--- config.mk ---
export PLATFORM = sky130hd
export DESIGN_NAME = uncache_bus_arbiter
export DESIGN_NICKNAME = d
export VERILOG_FILES = /design/src/rtl/uncache_bus_arbiter.sv
export SDC_FILE = /design/constraint.sdc
export NUM_CORES = 1
export LEC_CHECK = 0
export CORE_AREA = 2 2 120 122
export DETAILED_ROUTE_END_ITERATION = 7
export DIE_AREA = 0 0 122 124
export PLACE_DENSITY = 0.76
export RECOVER_POWER = 100
export SETUP_SLACK_MARGIN = 0.15
export SYNTH_ARGS = -nofsm -noshare
export SYNTH_HDL_FRONTEND = slang
export SYNTH_SLANG_ARGS = --single-unit
--- constraint.sdc ---
create_clock -name clk -period 2.4 [get_ports clk]
set_input_delay 0.6 -clock clk [delete_from_list [all_inputs] [get_ports clk]]
set_output_delay 0.6 -clock clk [all_outputs]
set_load 0.02 [all_outputs]
--- src/rtl/uncache_bus_arbiter.sv ---
// Shares the AXI bridge simple-bus port between the inst-side and data-side uncache.
// Fixed priority data-over-inst with an inst starvation guard, plus a bridge watchdog.
//
// state | meaning
// IDLE  | no transaction; arbitrate and grant on the clock edge
// BUSY  | request presented to bridge, waiting for reload
// TURN  | dead cycle after completion so the requester can drop en
// DRAIN | watchdog fired; swallow the bridge's late reload
module uncache_bus_arbiter #(
  parameter int unsigned STARVE_LIMIT = 4,
  parameter int unsigned TIMEOUT      = 255
) (
  input  logic        clk,
  input  logic        resetn,
  input  logic        inst_en,
  input  logic [3:0]  inst_wsel,
  input  logic [31:0] inst_addr,
  input  logic [31:0] inst_wdata,
  output logic        inst_reload,
  output logic [31:0] inst_rdata,
  input  logic        data_en,
  input  logic [3:0]  data_wsel,
  input  logic [31:0] data_addr,
  input  logic [31:0] data_wdata,
  output logic        data_reload,
  output logic [31:0] data_rdata,
  output logic        axi_en,
  output logic [3:0]  axi_wsel,
  output logic [31:0] axi_addr,
  output logic [31:0] axi_wdata,
  input  logic        reload,
  input  logic [31:0] axi_rdata,
  output logic        owner,
  output logic        bus_err
);

  localparam int unsigned SC_W = (STARVE_LIMIT < 1) ? 1 : $clog2(STARVE_LIMIT + 1);
  localparam int unsigned WD_W = (TIMEOUT < 2) ? 1 : $clog2(TIMEOUT);
  localparam logic [SC_W-1:0] SC_LIMIT = SC_W'(STARVE_LIMIT);
  localparam logic [WD_W-1:0] WD_LAST  = WD_W'(TIMEOUT - 1);
  localparam bit              WD_ON    = (TIMEOUT != 0);

  typedef enum logic [1:0] {
    S_IDLE  = 2'd0,
    S_BUSY  = 2'd1,
    S_TURN  = 2'd2,
    S_DRAIN = 2'd3
  } state_e;

  state_e            state_q, state_d;
  logic              axi_en_q, axi_en_d;
  logic [3:0]        axi_wsel_q, axi_wsel_d;
  logic [31:0]       axi_addr_q, axi_addr_d;
  logic [31:0]       axi_wdata_q, axi_wdata_d;
  logic              owner_q, owner_d;
  logic              bus_err_q, bus_err_d;
  logic [SC_W-1:0]   starve_q, starve_d;
  logic [WD_W-1:0]   wd_q, wd_d;
  logic              wd_fire;
  logic              grant_data;

  always_comb begin
    state_d     = state_q;
    axi_en_d    = axi_en_q;
    axi_wsel_d  = axi_wsel_q;
    axi_addr_d  = axi_addr_q;
    axi_wdata_d = axi_wdata_q;
    owner_d     = owner_q;
    bus_err_d   = bus_err_q;
    starve_d    = starve_q;
    wd_d        = wd_q;
    wd_fire     = 1'b0;
    grant_data  = 1'b0;
    inst_reload = 1'b0;
    data_reload = 1'b0;

    unique case (state_q)
      S_IDLE: begin
        if (inst_en | data_en) begin
          // inst only overrides data once it has watched STARVE_LIMIT data grants go by
          grant_data  = data_en & ~(inst_en & (starve_q == SC_LIMIT));
          state_d     = S_BUSY;
          axi_en_d    = 1'b1;
          axi_wsel_d  = grant_data ? data_wsel  : inst_wsel;
          axi_addr_d  = grant_data ? data_addr  : inst_addr;
          axi_wdata_d = grant_data ? data_wdata : inst_wdata;
          owner_d     = grant_data;
          wd_d        = '0;
          if (!grant_data) begin
            starve_d = '0;
          end else if (inst_en && (starve_q != SC_LIMIT)) begin
            starve_d = starve_q + 1'b1;
          end
        end
      end

      S_BUSY: begin
        inst_reload = reload & ~owner_q;
        data_reload = reload & owner_q;
        if (reload) begin
          state_d     = S_TURN;
          axi_en_d    = 1'b0;
          axi_wsel_d  = '0;
          axi_addr_d  = '0;
          axi_wdata_d = '0;
        end else if (WD_ON && (wd_q == WD_LAST)) begin
          wd_fire     = 1'b1;
          inst_reload = ~owner_q;
          data_reload = owner_q;
          bus_err_d   = 1'b1;
          state_d     = S_DRAIN;
          axi_en_d    = 1'b0;
          axi_wsel_d  = '0;
          axi_addr_d  = '0;
          axi_wdata_d = '0;
        end else begin
          wd_d = wd_q + 1'b1;
        end
      end

      S_TURN: begin
        state_d = S_IDLE;
      end

      S_DRAIN: begin
        if (reload) begin
          state_d = S_IDLE;
        end
      end

      default: begin
        state_d = S_IDLE;
      end
    endcase
  end

  always_ff @(posedge clk or negedge resetn) begin
    if (!resetn) begin
      state_q     <= S_IDLE;
      axi_en_q    <= 1'b0;
      axi_wsel_q  <= '0;
      axi_addr_q  <= '0;
      axi_wdata_q <= '0;
      owner_q     <= 1'b0;
      bus_err_q   <= 1'b0;
      starve_q    <= '0;
      wd_q        <= '0;
    end else begin
      state_q     <= state_d;
      axi_en_q    <= axi_en_d;
      axi_wsel_q  <= axi_wsel_d;
      axi_addr_q  <= axi_addr_d;
      axi_wdata_q <= axi_wdata_d;
      owner_q     <= owner_d;
      bus_err_q   <= bus_err_d;
      starve_q    <= starve_d;
      wd_q        <= wd_d;
    end
  end

  // a watchdog completion returns zero data rather than whatever the bridge last drove
  assign inst_rdata = wd_fire ? 32'h0 : axi_rdata;
  assign data_rdata = wd_fire ? 32'h0 : axi_rdata;

  assign axi_en    = axi_en_q;
  assign axi_wsel  = axi_wsel_q;
  assign axi_addr  = axi_addr_q;
  assign axi_wdata = axi_wdata_q;
  assign owner     = owner_q;
  assign bus_err   = bus_err_q;

endmodule
==> flow_summary.toml <==
[run_status]
status = "finished, violations left"
violations = "max-capacitance violations, max-slew violations, negative setup slack"

[final_layout]
area_growth_pct = 80.3
layout_common_cells = "241 x clkdlybuf4s50_1, 84 x dfrtp_1, 69 x mux2i_1, 48 x o2bb2ai_1, 43 x buf_6"
final_layout_size_suffix_gt1_share_pct = 24.5
fin_area_um2 = 8270
diodes = 0
final_nets = 850
final_common_cell = "clkdlybuf4s50_1"
multi_input_area_um2 = 2220
num-fill-cells = 1112
register_area_um2 = 2100

[sta]
hold_viol_final = 0
tns_ns = -0.271
slew_viol_final = 35
worstMarginPinSlew_ns = 1.81
slew_headroom_pct = -20.7
min_period_over_period_pct = 101
setup_violations = 26
rsz0062_at_grt = "true"
setup_slack_ns = -0.0156
finalCriticalPeriod_ns = 2.42
clock.fmax_mhz = 414
fin_skew_ns = 0.00951

[die]
die_h_um = 124
core_um2 = 13700
io_pins = 310
rows = 43
die_area_um2 = 15100
die_w_um = 122
start_util_pct = 33.4

[cts]
worstSkewPairLatency_ns = 0.34
clk_pin_slew_ns = 0.07
cts_tree = "built"
hold_buffers = 0
cts.sinks = 84
clockBufferDepth = 2
numCtsBuffers = 9
cts.htree.levels = 3
cts_root_buf = "clkbuf_16"

[placement]
io_buffers = 309
dp_hpwl_um = 11400
gp_congestion = 0.727
place_area_um2 = 7760

[setup_path]
worst_ep_required_time_ns = 1.80
start_kind = "register"
critPathMaxFanout = 8
arrival_ns = 1.82
cp-end-kind = "primary output"
crit_type = "reg2out"

[power]
pwr-share-comb_pct = 52.1
p_sw_w = 0.00311
p_seq_share_pct = 29.8
swShare_pct = 38.9
powerDensity_nw_per_um2 = 967
ir_worst_vdd_mv = 0.557
p_clk_share_pct = 18.1
p_leak_nw = 3.65
intPower_w = 0.00489

[logic_synthesis]
synth_cells = 382
synthFlopType = "dfrtp_1"
post_synth_num_cell_types = 39
synth_edf_count = 0
syn_nets = 559
async_flop_share_pct = 100
synth_warnings = 0
synth_area_per_cell_um2 = 12.0
ys_ff_latch = 84
syn-cell-area_um2 = 4580
seq_area_frac_synth_pct = 45.9

[global_routing]
globalRouteOverflowTotal = 0
track_usage_pct = 20.1
grt_pass1_wl_um = 23400
grt_max_degree = 52
grt_pass1_vias = 4559
antenna_found_initial = 0

[drt]
drt_pre_antenna_iters = 4
wire_per_inst_um = 17.7
vias_per_cell = 4.84
dr.first_iter.drc_count = 120
vias = 4154
post-route-drc-count = 0
drtAntennaViolNets = 0
drt_wl_total_um = 15200

[flow_run]
cap_viol_max_count = 1

[worst_hold_path]
worstHoldPathType = "reg2reg"
[synth_stat cells (all sizes together) (5+ instances only)]
| master | count | area share [%] |
|---|---|---|
| a21o | 6 | 0.98 |
| o21ai | 10 | 1.3 |
| nor2 | 5 | 0.46 |
| clkbuf | 6 | 0.49 |
| nor2b | 33 | 4.5 |
| o2bb2ai | 68 | 16 |
| buf | 51 | 8.1 |
| nand3 | 8 | 0.98 |
| mux2i | 69 | 15 |
| nand2 | 8 | 0.71 |
| inv | 6 | 0.49 |
| dfrtp | 84 | 46 |
[sequential cells by signal, summed over array words and instances, names as in the netlist, 2 cells and up]
name and count:
axi_wdata 32, starve_q 3, state_q 2, axi_wsel 4, wd_q 8, axi_addr 32
[worst max-delay path, cell delays in order, from the launching register on]
cell and delay (ns):
dfrtp_1 0.39, inv_2 0.09, ha_4 0.14, nand4_4 0.11, nor4_4 0.16, buf_6 0.15, buf_12 0.11, buf_16 0.15
nor2b_4 0.06, buf_6 0.13
[worst paths after layout]
path | start | to | slack (ns) | cells past startpoint
setup / recovery | wd_q[0] | data_rdata[13] | -0.02 | 9
max in group asynchronous | resetn | axi_wdata[11] | 0.39 | 2
setup reg to reg | state_q[0] | wd_q[1] | 0.49 | 6
hold reg to reg | bus_err | bus_err | 0.46 | 1
min in group asynchronous | resetn | axi_addr[0] | 0.74 | 1
hold / removal | bus_err | bus_err | 0.46 | 1
[metal layers]
metal  vias up  track usage, %  wire length (µm)
met5         -               0                 0
met4         0            7.97               384
met3        23            4.99              1080
met2       175            37.6              8230
met1      2003            21.6              5510
li1       1953               -                 -
[through the flow]
| step | setup WS, ns | power, W | util (%) | cells | hold slack [ns] |
|---|---|---|---|---|---|
| floorplan | 0.135 | 0.00455 | - | 382 | 0.304 |
| global placement | -0.589 | 0.00649 | 56.6 | 834 | 0.454 |
| detailed placement | -0.663 | 0.00657 | 56.6 | 834 | 0.456 |
| CTS | -0.190 | 0.00807 | 59.1 | 855 | 0.211 |
| global route | -0.0850 | 0.00845 | 60.3 | 858 | 0.484 |
| finish | -0.0156 | 0.00800 | 60.3 | 858 | 0.464 |
[power groups by stage]
stage	Combinational, W	Sequential (W)	Clock (W)
2_1_floorplan	0.00156	0.00299	0
3_3_place_gp	0.00412	0.00236	0
3_5_place_dp	0.00419	0.00238	0
4_1_cts	0.00420	0.00238	0.00148
5_1_grt	0.00444	0.00246	0.00155
6_report	0.00417	0.00239	0.00145
[cell families (layout without fill, tap and decap cells)]
kind of cell | after synthesis | after routing | synth area share [%]
compound gates | 93 | 93 | 19.5
xor+xnor | 1 | 1 | 0.191
fa+ha+maj | 4 | 4 | 1.09
buf+inv | 63 | 359 | 9.06
flops | 84 | 84 | 45.9
mux | 69 | 69 | 15.1
simple gates | 68 | 68 | 9.23
[area by class of cell]
class                   instances  share of cell area (%)
well taps                     180                    2.72
clock buffers                  10                    2.89
repair buffers                337                    40.9
inverters                       6                   0.272
flip-flops and latches         84                    25.4
multi-input cells             235                    26.9
clock inverters                 6                   0.863
[timing repair]
item                                    in CTS  in global routing
endpoints found under the setup margin      66                 66
gates resized for setup                    354                 51
pin swaps                                    1                  2
setup buffers                                3                  3
gates cloned                                 2                  0
No activity file was read; power rests on OpenSTA's default activity.
